### src/rtl/ram_dp_sweep_pkg.sv
// Shared definitions for the swept dual-port data RAM: FSM state encoding and
// the legal read-latency range.
package ram_dp_sweep_pkg;

   typedef enum logic {
      ST_CLEAR = 1'b0,
      ST_RUN   = 1'b1
   } state_e;

   localparam int unsigned RD_LAT_MIN = 1;
   localparam int unsigned RD_LAT_MAX = 2;

   function automatic bit rd_lat_legal(input int unsigned lat);
      return (lat >= RD_LAT_MIN) && (lat <= RD_LAT_MAX);
   endfunction

endpackage

### src/rtl/ram_dp_sweep_rd_pipe.sv
// Optional second read-output register: carries data and valid, flushable.
// Data is only loaded with a valid beat so the output holds between reads.
module ram_rd_pipe #(
   parameter int unsigned DATA_WIDTH = 8
) (
   input  logic                  clk,
   input  logic                  rst_n,
   input  logic                  flush_i,
   input  logic [DATA_WIDTH-1:0] data_i,
   input  logic                  valid_i,
   output logic [DATA_WIDTH-1:0] data_o,
   output logic                  valid_o
);

   logic [DATA_WIDTH-1:0] data_q;
   logic                  valid_q;

   always_ff @(posedge clk or negedge rst_n) begin
      if (!rst_n) begin
         data_q  <= '0;
         valid_q <= 1'b0;
      end else begin
         valid_q <= valid_i & ~flush_i;
         if (valid_i && !flush_i) begin
            data_q <= data_i;
         end
      end
   end

   assign data_o  = data_q;
   assign valid_o = valid_q;

endmodule

### src/rtl/ram_dp_sweep.sv
// Simple-dual-port data RAM with a hardware clear sweep after reset or on request,
// a ready flag, 1- or 2-cycle read latency and selectable collision behaviour.
module ram_dp_sweep
   import ram_dp_sweep_pkg::*;
#(
   parameter int unsigned           DATA_WIDTH  = 8,
   parameter int unsigned           ADDR_WIDTH  = 8,
   parameter int unsigned           RD_LATENCY  = 1,
   parameter logic [DATA_WIDTH-1:0] CLEAR_VALUE = '0,
   parameter bit                    WRITE_FIRST = 1'b1
) (
   input  logic                  clk,
   input  logic                  rst_n,
   input  logic                  clr,
   output logic                  ready,
   input  logic                  wr_en,
   input  logic [ADDR_WIDTH-1:0] wr_addr,
   input  logic [DATA_WIDTH-1:0] wr_data,
   input  logic                  rd_en,
   input  logic [ADDR_WIDTH-1:0] rd_addr,
   output logic [DATA_WIDTH-1:0] rd_data,
   output logic                  rd_valid
);

   localparam int unsigned DEPTH = 2 ** ADDR_WIDTH;

   if (!rd_lat_legal(RD_LATENCY)) begin : g_bad_latency
      $error("ram_dp_sweep: RD_LATENCY must be 1 or 2");
   end

   state_e                state_q, state_d;
   logic [ADDR_WIDTH-1:0] clr_ptr_q, clr_ptr_d;
   logic [DATA_WIDTH-1:0] mem [DEPTH];

   logic                  run, clr_go, wr_go, rd_go, collide;
   logic                  mem_we;
   logic [ADDR_WIDTH-1:0] mem_waddr;
   logic [DATA_WIDTH-1:0] mem_wdata;
   logic [DATA_WIDTH-1:0] rd1_data_q, rd1_data_d;
   logic                  rd1_valid_q;

   // A clr request in RUN wins over any port access in the same cycle.
   assign run     = (state_q == ST_RUN);
   assign clr_go  = run & clr;
   assign wr_go   = run & wr_en & ~clr;
   assign rd_go   = run & rd_en & ~clr;
   assign collide = wr_go & (wr_addr == rd_addr);
   assign ready   = run;

   always_ff @(posedge clk or negedge rst_n) begin
      if (!rst_n) begin
         state_q   <= ST_CLEAR;
         clr_ptr_q <= '0;
      end else begin
         state_q   <= state_d;
         clr_ptr_q <= clr_ptr_d;
      end
   end

   always_comb begin
      state_d   = state_q;
      clr_ptr_d = clr_ptr_q;
      unique case (state_q)
         ST_CLEAR: begin
            // The pointer parks on the last word; it never wraps back to 0.
            if (clr_ptr_q == '1) begin
               state_d = ST_RUN;
            end else begin
               clr_ptr_d = clr_ptr_q + 1'b1;
            end
         end
         ST_RUN: begin
            if (clr) begin
               state_d   = ST_CLEAR;
               clr_ptr_d = '0;
            end
         end
         default: state_d = ST_CLEAR;
      endcase
   end

   always_comb begin
      mem_we    = 1'b0;
      mem_waddr = wr_addr;
      mem_wdata = wr_data;
      if (!run) begin
         mem_we    = 1'b1;
         mem_waddr = clr_ptr_q;
         mem_wdata = CLEAR_VALUE;
      end else if (wr_go) begin
         mem_we = 1'b1;
      end
   end

   always_ff @(posedge clk) begin
      if (mem_we) begin
         mem[mem_waddr] <= mem_wdata;
      end
   end

   // Array read sees pre-edge contents, so read-first needs no extra path.
   always_comb begin
      rd1_data_d = mem[rd_addr];
      if (WRITE_FIRST && collide) begin
         rd1_data_d = wr_data;
      end
   end

   always_ff @(posedge clk or negedge rst_n) begin
      if (!rst_n) begin
         rd1_data_q  <= '0;
         rd1_valid_q <= 1'b0;
      end else begin
         rd1_valid_q <= rd_go;
         if (rd_go) begin
            rd1_data_q <= rd1_data_d;
         end
      end
   end

   if (RD_LATENCY == 2) begin : g_lat2
      ram_rd_pipe #(
         .DATA_WIDTH (DATA_WIDTH)
      ) u_rd_pipe (
         .clk     (clk),
         .rst_n   (rst_n),
         .flush_i (clr_go),
         .data_i  (rd1_data_q),
         .valid_i (rd1_valid_q),
         .data_o  (rd_data),
         .valid_o (rd_valid)
      );
   end else begin : g_lat1
      assign rd_data  = rd1_data_q;
      assign rd_valid = rd1_valid_q;
   end

endmodule

### config.mk
export PLATFORM = sky130hd
export DESIGN_NAME = ram_dp_sweep
export DESIGN_NICKNAME = d
export VERILOG_FILES = /design/src/rtl/ram_dp_sweep_pkg.sv /design/src/rtl/ram_dp_sweep_rd_pipe.sv /design/src/rtl/ram_dp_sweep.sv
export SDC_FILE = /design/constraint.sdc
export NUM_CORES = 2
export LEC_CHECK = 0
export ABC_CLOCK_PERIOD_IN_PS = 6210
export BUFFER_PORTS_ARGS = -buffer_cell sky130_fd_sc_hd__buf_2
export CORE_AREA = 5 5 524 526
export DETAILED_ROUTE_END_ITERATION = 6
export DIE_AREA = 0 0 529 531
export PLACE_DENSITY_LB_ADDON = 0.1
export SYNTH_ARGS = -nofsm -noshare
export SYNTH_HDL_FRONTEND = slang
export SYNTH_HIERARCHICAL = 1
export SYNTH_SLANG_ARGS = --single-unit
### constraint.sdc
create_clock -name clk -period 6.21 [get_ports clk]
set_input_delay 0.9315 -clock clk [delete_from_list [all_inputs] [get_ports clk]]
set_output_delay 0.9315 -clock clk [all_outputs]
set_load 0.02 [all_outputs]
==> impl_metrics.ini <==
[global_route]
grt_pass1_vias = 40500
grt_max_degree = 182
grt_usage_pct = 16.6
grt_pass1_wl_mm = 329
antenna_found_initial = 28
overflow = 0

[route]
dr.pass1.iters = 5
drt-vias-per-instance = 5.00
vias = 38400
antenna_left = 0
wl_per_cell_um = 30.6
wirelength_mm = 236
remaining_drc_errors = 0
first_iter_violations = 3376

[critical_path]
path_buf_inv = 1
crit_chain = buf_4 > nand2b_1 > o32ai_1 > nand2_1 > nor2_1
cp-startpoint = ready
critical_path.top_delay_family = simple AND/OR/NAND/NOR gates
critPathKind = register to register
cp.arrival_ns = 4.61
crit_fanout = 27
worstSetupEndpointType = register
r2r_start = ready
cp_slowest_stage_delay_ns = 1.05
critPathLaunchType = register
crit_required_ns = 6.68
cpMaxStageDelayCell = nor2_1

[status]
outcome = complete, no violations

[yosys]
synth_area_mm2 = 0.0804
synth-async-reset-ratio_pct = 0.871
ys_warn_count = 6
synth_cell_types = 63
ys_ff_latch = 2066
synthCells = 3759
syn_avg_cell_area_um2 = 21.4
synth-edff-count = 2048
syn_nets = 3789
synthFlopType = edfxtp_1
yosysSeqAreaShare_pct = 77.0

[finish]
multiInputGateArea_mm2 = 0.0173
layout.nets = 3970
final-instance-count-excl-fill = 7694
n_fill_cell = 25300
area_growth_pct = 14.9
seqCellArea_mm2 = 0.0620
layout-drive-gt1-share_pct = 25.3

[sta]
hold_violations = 0
final.period_utilization_pct = 66.6
drv_slew = 0
rsz0062_at_grt = no
hold_ws_ns = 0.456
setup_viol = 0
fin_skew_ns = 0.0491
min_period_ns = 4.14
fin_tns_setup_ns = 0
fmax_mhz = 242
slew_headroom_pct = 14.0
worst_pin_slew_ns = 1.29

[clocking]
hold_buffers = 1
clk_pin_slew_ns = 0.07
cts_made_buffers = 229
ctsRootBufferMaster = clkbuf_16
ctsResizeCount = 0
clock_sinks = 2066
post_cts_buffers = 0
cts_tree = done
clockBufferDepth = 4
cts.htree.levels = 4
insertion_delay_ns = 0.88

[pwr]
intPower_w = 0.0237
power_w = 0.0310
p_comb_share_pct = 7.7
power.share.sequential_pct = 50.0
swShare_pct = 23.6
power.density_mw_per_mm2 = 336
peakVddDrop_uv = 212
clkPwrFrac_pct = 42.2
p_sw_w = 0.00733
p_leak_nw = 28.5

[floorplan]
ios = 39
core_mm2 = 0.270
die_h_um = 531
rows = 191
die_x_um = 529
dieArea_mm2 = 0.281
start_util_pct = 29.8

[hold_path]
hold_path_class = input port to register
hold_start = clr

[run]
drv_cap = 0

[placement]
port_buffers = 38
gp_congestion = 0.774
hpwl_mm = 144
dp_cells = 7278
logic make-up (layout without fill, tap and decap cells):
| logic type | after synthesis | after routing | synth area share, % |
|---|---|---|---|
| AO/OA/AOI/OAI | 327 | 327 | 2.75 |
| XOR/XNOR | 13 | 13 | 0.142 |
| adder cells (fa/ha/maj) | 1 | 1 | 0.0156 |
| buffers and inverters | 241 | 601 | 1.61 |
| flip-flops | 2066 | 2066 | 77.0 |
| multiplexers | 592 | 592 | 15.6 |
| other | 0 | 5 | 0 |
| AND/OR/NAND/NOR | 519 | 519 | 2.88 |
power groups by stage:
stage	logic (W)	registers, W	clock network (W)
floorplan	0.00128	0.0158	0
global placement	0.00246	0.0158	0
detailed placement	0.00245	0.0158	0
CTS	0.00246	0.0155	0.0135
global route	0.00253	0.0155	0.0140
finish	0.00240	0.0155	0.0131
final timing paths:
| kind | to | slack, ns | cells past startpoint |
|---|---|---|---|
| min in group asynchronous | clr_ptr_q[0] | 0.59 | 2 |
| max | mem[77][7] | 2.07 | 5 |
| max in group asynchronous | rd_data[7] | 5.19 | 2 |
| min | clr_ptr_q[3] | 0.46 | 2 |
| min reg2reg | rd_data[1] | 0.52 | 2 |
| max reg2reg | mem[77][7] | 2.07 | 5 |
registers in the layout (all words and copies together), names as in the netlist:
signal / flops
clr_ptr_q: 8
mem: 2048
rd_data: 8
rd_valid: 1
ready: 1
worst reg2reg max path, cell delays in order, from the launching register on:
cell and delay, ns:
dfrtp_2 0.72, buf_4 0.46, nand2b_1 0.15, o32ai_1 0.42
nand2_1 0.88, nor2_1 1.09
cell type report:
| cell class | instances | share of cell area (%) |
|---|---|---|
| clock inverters | 128 | 1.22 |
| inverters | 17 | 0.0691 |
| flip-flops and latches | 2066 | 67.1 |
| well taps | 3570 | 4.84 |
| repair buffers | 174 | 1.63 |
| multi-input cells | 1452 | 18.7 |
| diodes | 5 | 0.0135 |
| clock buffers | 282 | 6.46 |
synth_stat cells, types with 3 or more instances:
cell	instances	area, µm²
mux2i_1	54	541
xnor2_1	8	70.1
a221oi_1	6	52.6
a21o_1	4	30.0
or3_1	10	62.6
a211oi_1	51	383
mux2_2	16	180
a2111oi_0	4	35.0
a22o_1	6	52.6
o21ai_0	41	205
o32ai_1	10	87.6
nor3_1	32	160
or2_2	5	31.3
inv_1	15	56.3
nor4_1	3	18.8
nand3_1	30	150
clkbuf_1	87	327
o221ai_1	8	70.1
nand2_1	69	259
nand2b_1	11	68.8
edfxtp_1	2048	61500
mux4_2	511	11500
buf_6	16	180
o21ai_1	7	35.0
buf_4	40	300
o21a_1	5	37.5
mux4_1	11	289
nor2b_1	35	219
xor2_1	5	43.8
a31oi_1	10	62.6
nand4_1	9	56.3
dfrtp_1	18	450
buf_2	67	335
o22ai_1	86	538
nor2_1	285	1070
buf_1	11	41.3
and2_1	12	75.1
a21oi_1	26	130
a22oi_1	51	383
or4_1	9	67.6
cell usage in the layout (no fill, tap or decap), types with 10 or more instances in the layout:
| cell type | count |
|---|---|
| mux4_2 | 511 |
| buf_12 | 20 |
| or3_1 | 10 |
| buf_2 | 33 |
| nor3_1 | 32 |
| nand2_1 | 69 |
| a21oi_1 | 26 |
| mux4_1 | 11 |
| o32ai_1 | 10 |
| inv_1 | 15 |
| mux2_2 | 16 |
| nor2b_1 | 35 |
| clkbuf_1 | 51 |
| bufinv_16 | 19 |
| o22ai_1 | 86 |
| nand3_1 | 14 |
| buf_4 | 116 |
| edfxtp_1 | 2048 |
| nand3_2 | 16 |
| a31oi_1 | 10 |
| mux2i_1 | 54 |
| clkbuf_16 | 231 |
| a211oi_1 | 51 |
| nor2_1 | 282 |
| nand2b_1 | 11 |
| a22oi_1 | 51 |
| clkinv_2 | 37 |
| o21ai_0 | 41 |
| dfrtp_1 | 17 |
| clkinv_1 | 56 |
through the flow:
stage               area [µm²]  worst slack, ns  utilization, %
finish                   92400             2.07            34.3
global route             92400             1.81            34.3
CTS                      92400             2.01            34.3
detailed placement       85300             1.34            31.6
global placement         85200             1.44            31.6
floorplan                80400            0.662               -
layer usage:
layer	vias up	GRT usage, %	routed length, µm
met5	-	0	0
met4	0	4.73	6730
met3	345	3.30	14000
met2	1059	26.1	109000
met1	20900	23.5	106000
li1	16200	-	-
Power figures use the tool's default switching activity.
